File: config.mk
export PLATFORM = sky130hd
export DESIGN_NAME = conv_ctrl_mc
export DESIGN_NICKNAME = d
export VERILOG_FILES = /design/src/rtl/conv_ctrl_mc.sv
export SDC_FILE = /design/constraint.sdc
export NUM_CORES = 1
export LEC_CHECK = 0
export CORE_MARGIN = 5
export CORE_UTILIZATION = 30
export CTS_CLUSTER_DIAMETER = 100
export DETAILED_ROUTE_END_ITERATION = 10
export MAX_ROUTING_LAYER = met4
export SKIP_CTS_REPAIR_TIMING = 1
export SYNTH_ARGS = -nofsm -noshare
export SYNTH_HDL_FRONTEND = slang
export SYNTH_SLANG_ARGS = --single-unit
File: constraint.sdc
create_clock -name clock -period 3.5 [get_ports clock]
set_clock_uncertainty 0.05 [all_clocks]
set_input_delay 0.7 -clock clock [delete_from_list [all_inputs] [get_ports clock]]
set_output_delay 0.7 -clock clock [all_outputs]
set_load 0.005 [all_outputs]
File: src/rtl/conv_ctrl_mc.sv
// Convolution sequencer: walks FETCH/LDW/LDY/LDX/PRE/COMP/RWND once per
// output channel, with hold stalls, abort/stopper flush and done pulse.
module conv_ctrl_mc #(
  parameter int ADDR_W     = 12,
  parameter int CH_W       = 2,
  parameter int NUM_CH     = 4,
  parameter int WSTRIDE    = 16,
  parameter int PRE_CYCLES = 3
) (
  input  logic              clock,
  input  logic              reset,
  input  logic              dut_run,
  input  logic              stopper,
  input  logic              abort,
  input  logic              hold,
  input  logic              x_dim_zero_flag,
  input  logic              x_dim_sec_flag,
  output logic              inc,
  output logic              dec,
  output logic              PCout,
  output logic              data_or_dim,
  output logic              x_or_y,
  output logic              weight_data_sel,
  output logic              y_sel,
  output logic [1:0]        sel,
  output logic              we,
  output logic              Out_PC_inc,
  output logic              Out_PC_out,
  output logic [ADDR_W-1:0] weight_PC,
  output logic [CH_W-1:0]   ch_idx,
  output logic              dut_busy,
  output logic              flush,
  output logic              done
);

  localparam int PW = $clog2(PRE_CYCLES + 1);
  localparam logic [PW-1:0]   PRE_LAST = PW'(PRE_CYCLES - 1);
  localparam logic [CH_W-1:0] CH_LAST  = CH_W'(NUM_CH - 1);

  typedef enum logic [3:0] {
    S_IDLE,
    S_FETCH,
    S_LDW,
    S_LDY,
    S_LDX,
    S_PRE,
    S_COMP,
    S_RWND,
    S_DONE
  } state_t;

  state_t          state_q, state_d;
  logic [CH_W-1:0] ch_q, ch_d;
  logic [PW-1:0]   pre_q, pre_d;
  logic            busy_q;
  logic [31:0]     wpc_full;

  // State, channel, prefetch count and busy flag registers
  always_ff @(posedge clock) begin
    if (!reset) begin
      state_q <= S_IDLE;
      ch_q    <= '0;
      pre_q   <= '0;
      busy_q  <= 1'b0;
    end else begin
      state_q <= state_d;
      ch_q    <= ch_d;
      pre_q   <= pre_d;
      busy_q  <= (state_d != S_IDLE);
    end
  end

  // Next-state: abort beats hold, hold freezes everything else
  always_comb begin
    state_d = state_q;
    ch_d    = ch_q;
    pre_d   = pre_q;
    if (state_q == S_IDLE) begin
      if (dut_run) begin
        state_d = S_FETCH;
        ch_d    = '0;
      end
    end else if (abort) begin
      state_d = S_IDLE;
    end else if (!hold) begin
      case (state_q)
        S_FETCH: state_d = stopper ? S_IDLE : S_LDW;
        S_LDW:   state_d = S_LDY;
        S_LDY:   state_d = S_LDX;
        S_LDX: begin
          state_d = S_PRE;
          pre_d   = '0;
        end
        S_PRE: begin
          if (pre_q == PRE_LAST) state_d = S_COMP;
          else pre_d = pre_q + 1'b1;
        end
        S_COMP: if (x_dim_zero_flag) state_d = S_RWND;
        S_RWND: begin
          if (ch_q == CH_LAST) begin
            state_d = S_DONE;
          end else begin
            state_d = S_FETCH;
            ch_d    = ch_q + 1'b1;
          end
        end
        S_DONE:  state_d = S_IDLE;
        default: state_d = S_IDLE;
      endcase
    end
  end

  assign wpc_full = 32'(ch_q) * 32'(WSTRIDE) + 32'd1;

  // Output decode from state, then flush and hold masking
  always_comb begin
    inc             = 1'b0;
    dec             = 1'b0;
    PCout           = 1'b0;
    data_or_dim     = 1'b0;
    x_or_y          = 1'b0;
    weight_data_sel = 1'b0;
    y_sel           = 1'b0;
    sel             = 2'd0;
    we              = 1'b0;
    Out_PC_inc      = 1'b0;
    Out_PC_out      = 1'b0;
    flush           = 1'b0;
    done            = 1'b0;
    weight_PC       = '0;
    case (state_q)
      S_FETCH: begin
        inc   = 1'b1;
        PCout = 1'b1;
        flush = stopper & ~hold;
      end
      S_LDW: begin
        inc             = 1'b1;
        PCout           = 1'b1;
        weight_data_sel = 1'b1;
      end
      S_LDY: begin
        inc             = 1'b1;
        PCout           = 1'b1;
        x_or_y          = 1'b1;
        weight_data_sel = 1'b1;
        y_sel           = 1'b1;
        sel             = 2'd2;
      end
      S_LDX, S_PRE: begin
        inc         = 1'b1;
        PCout       = 1'b1;
        data_or_dim = 1'b1;
        x_or_y      = 1'b1;
        sel         = 2'd1;
      end
      S_COMP: begin
        PCout       = 1'b1;
        data_or_dim = 1'b1;
        x_or_y      = 1'b1;
        we          = 1'b1;
        Out_PC_inc  = 1'b1;
        Out_PC_out  = 1'b1;
        sel         = 2'd1;
        inc         = ~x_dim_sec_flag;
        dec         = x_dim_sec_flag;
      end
      S_RWND: begin
        PCout       = 1'b1;
        dec         = 1'b1;
        data_or_dim = 1'b1;
        x_or_y      = 1'b1;
      end
      S_DONE:  done = 1'b1;
      default: ;
    endcase
    if (state_q != S_IDLE) begin
      weight_PC = wpc_full[ADDR_W-1:0];
      if (abort) flush = 1'b1;
      if (hold) begin
        inc        = 1'b0;
        dec        = 1'b0;
        we         = 1'b0;
        Out_PC_inc = 1'b0;
      end
    end
  end

  assign ch_idx   = ch_q;
  assign dut_busy = busy_q;

endmodule
; Word level (Yosys, flattened, before mapping)
; Index checks and enable logic that the tools add are counted.
[totals]
out_inout_bits = 29
reg_bits = 9
input_bits = 8
memories = 0
rom_bits = 0
latch_bits = 0
ram_bits = 0
word_cells = 77
[op_classes]
n_addsub = 3
mux = 37
order_cmp = 0
n_shift = 0
n_div = 0
n_mul = 0
bitwise = 5
n_eq_ne = 15
n_reduce_logical = 13
[op_table]
columns = operator, count
row1 = $mux 4, 7
row2 = $pmux 4 s7, 1
row3 = $eq 4x3->1 const B, 4
row4 = $mux 1, 16
row5 = $mux 2, 8
row6 = $reduce_and 5->1, 2
row7 = $reduce_or 5->1, 2
row8 = $eq 4x2->1 const B, 2
row9 = $pmux 2 s2, 2
row10 = $reduce_bool 4->1, 2
row11 = $add 6x1->7 const B, 1
row12 = $mux 7, 1
row13 = $reduce_or 7->1, 1
row14 = $ne 2x2->1 const B, 3
row15 = $add 2x1->2 const B, 2
row16 = $eq 2x2->1 const B, 2
row17 = $eq 4x1->1 const B, 1
row18 = $eq 4x4->1 const B, 1
row19 = $logic_not 4->1, 1
row20 = $ne 2x1->1 const B, 2
row21 = $not 1->1, 4
row22 = $pmux 1 s2, 2
row23 = $reduce_bool 2->1, 2
row24 = $reduce_or 4->1, 1
row25 = other kinds (3), 3

; Logic depth before layout (Yosys ltp)
[depth]
word_depth = 7
ltp_mapped = 6
mapped_depth_nobuf = 6

; Worst setup path before layout
; OpenSTA, ideal clock, no wires.
[synth_timing]
kind = input -> output
from = in hold
to = out we
t_arrival_ns = 1.466
t_required_ns = 2.750
slack_ns = 1.284
path_stages = 4
n_path_buf = 2
cell_sequence = buf_6 > or3b_4 > nor2_1 > buf_4
[synth_via]
elab_chain_cells = 2
[synth_lines]
columns = item, line
row1 = from (decl), 15  ; input logic hold,
row2 = $mux 1 (2 in series), -
row3 = to (decl), 26  ; output logic we,
; No other way between the ends.

; Worst setup path in the final report
[layout_timing]
from = in hold
to = out we
[layout_via]
elab_chain_cells = 2
[layout_lines]
columns = item, line
row1 = $mux 1, 180  ; if (hold) begin
row2 = $mux 1, 177  ; if (state_q != S_IDLE) begin
; No other way between the ends.

==> results.cfg <==
[sta]
hold_viol = 0
holdWs_ps = 408
timing.final.ws_setup_ps = 382
tightest_slew_ps = 614
finalSetupViolCount = 0
relSlewSlack_pct = 58.7
rsz0062_at_grt = no
setup_tns_ps = 0
fin_crit_sh_pct = 89.1
fmaxAchievable_mhz = 321
slew_violations = 0
final.min_clock_period_ps = 3120

[place]
dp_hpwl_mm = 1.41
place_area_um2 = 971
numPortBuffers = 27
pre_cts_slack_ps = 387
place.gp.congestion = 0.818
dp.cells = 148

[finish]
syn2layout_area_growth_pct = 35.1
final_cell_mix = clkdlybuf4s50_1 (27), nor2_1 (11), conb_1 (9), dfxtp_1 (9), inv_1 (6)
final_cells = 152
finalInstanceArea_um2 = 997
n_antenna_cell = 0
layout-drive-gt1-share_pct = 4.92
final_common_cell = clkdlybuf4s50_1
nNetsFinal = 133

[clocking]
numCtsBuffers = 3
cts_sinks = 9
cts_max_path_buffers = 2
cts_tree = built
clock_latency_ps = 250
clk_pin_slew_ps = 60
htree_levels = 1
cts_root_buf = clkbuf_4

[setup_path]
crit_end = we
cp.required_ps = 2750
cp-start-kind = primary input
r2r_slack_ps = 1400
cp-startpoint = hold
reg2reg_depth = 4
crit_fanout = 9
arrival_ps = 2370
worstReg2RegStart = state_q[2]
end_kind = primary output
path_class = primary input to primary output
reg2reg_to = pre_q[1]

[global_routing]
grt_max_degree = 17
grt_first_pass_wirelength_mm = 3.00
antenna_found_initial = 0
track_usage_pct = 11.1
overflow = 0
grt_pass1_vias = 669

[routing]
highest_layer = met4
detailroute.via_count = 749
ant_nets = 0
drt_drc_violations_left = 0
wl_met1_um = 871
routed_via_density = 4.93
routed_wl_mm = 1.85
dr.pass1.iters = 4
first_iter_violations = 15
wl_met2_um = 780
routedWlPerCell_um = 12.1
dr_wl_met3_um = 181

[yosys]
yosysTopAreaCellShare_pct = 24.4
synth_warnings = 0
synth_area_leaders = dfxtp_1 (24%), buf_4 (10%), nor2_1 (5.6%), and2_1 (4.2%), ha_1 (3.4%)
synth.avg_cell_area_um2 = 7.46
synth.distinct_cells = 34
ys_ff_latch = 9
yosysTopAreaCell = dfxtp_1
yosysSeqAreaShare_pct = 24.4
netlist_area_um2 = 738
synthCells = 99

[die]
coreArea_um2 = 2410
die_w_um = 59.6
io_pins = 37
die_height_um = 59.6
floorplan.initialDensity_pct = 30.6
rows = 18
die_area_um2 = 3550

[flow_run]
maxCapViolCount = 0

[power]
power-per-cell-area_nw_per_um2 = 217
max-vdd-ir-drop_uv = 185
power.leakage_nw = 0.379

[outcome]
status = complete, no violations

[worst_hold_path]
worstHoldPathType = flop to flop
==> cell families (layout without fill, tap and decap cells) <==
logic type	Yosys count	after routing	share of synthesized area [%]
fa+ha+maj	2	2	3.39
buf+inv	22	37	17.3
flops	9	9	24.4
compound gates	18	18	17.3
other cells	1	9	0.508
mux	2	2	2.71
simple gates	45	45	34.4
==> worst max-delay path, stage by stage <==
cell and delay (ps):
clkdlybuf4s50_1 550, or3b_4 460, nor2_1 140, clkdlybuf4s50_1 520
==> flip-flops by register name, indices dropped and copies added (netlist names) <==
signal / count
pre_q: 2
dut_busy: 1
ch_idx: 2
state_q: 4
==> synth_stat cells (all sizes together) <==
library cell and number:
buf 11, dfxtp 9, nor2 11, nor4 4, nand2 5, and3 1, a32oi 2, o21bai 1
nand2b 4, a31oi 1, a2111o 1, mux2i 2, a21oi 3, ha 2, nor2b 1, clkbuf 5
conb 1, o211a 1, or3b 2, o21ai 4, nor4b 1, or3 2, nand3b 2, a21boi 3
and2 5, nor3 5, a22oi 1, inv 6, a41o 1, and3b 2
==> cell type report <==
type | instances | area (µm²)
fill | 245 | 1410
multi-input combinational | 76 | 460
timing repair buffer | 27 | 270
sequential | 9 | 180
tap | 30 | 37.5
clock buffer | 4 | 26.3
inverter | 6 | 22.5
==> per-stage QoR <==
stage	total power, W	utilization [%]
CTS	0.000219	41.4
detailed placement	0.000140	40.3
finish	0.000216	41.4
global route	0.000231	41.4
floorplan	0.000131	-
global placement	0.000141	40.3
==> routing by layer <==
layer  global-route usage, %  vias up
met2                    18.6       30
li1                        -      375
met4                    3.80        0
met5                       -        -
met1                    12.9      342
met3                    2.61        2
==> report_power, final <==
part	switching [W]	total, W	internal, W
logic	0.0000140	0.0000318	0.0000177
clock network	0.0000337	0.0000775	0.0000438
registers	0.00000279	0.000107	0.000104
==> worst min-delay path by stage <==
stage | from | endpoint | cells past startpoint
after floorplan | pre_q[1] | pre_q[1] | 2
after global placement | pre_q[1] | pre_q[1] | 2
after detailed placement | pre_q[1] | pre_q[1] | 2
after CTS | pre_q[1] | pre_q[1] | 2
after global routing | pre_q[1] | pre_q[1] | 2
final | pre_q[1] | pre_q[1] | 2
(Power assumes the default switching activity.)
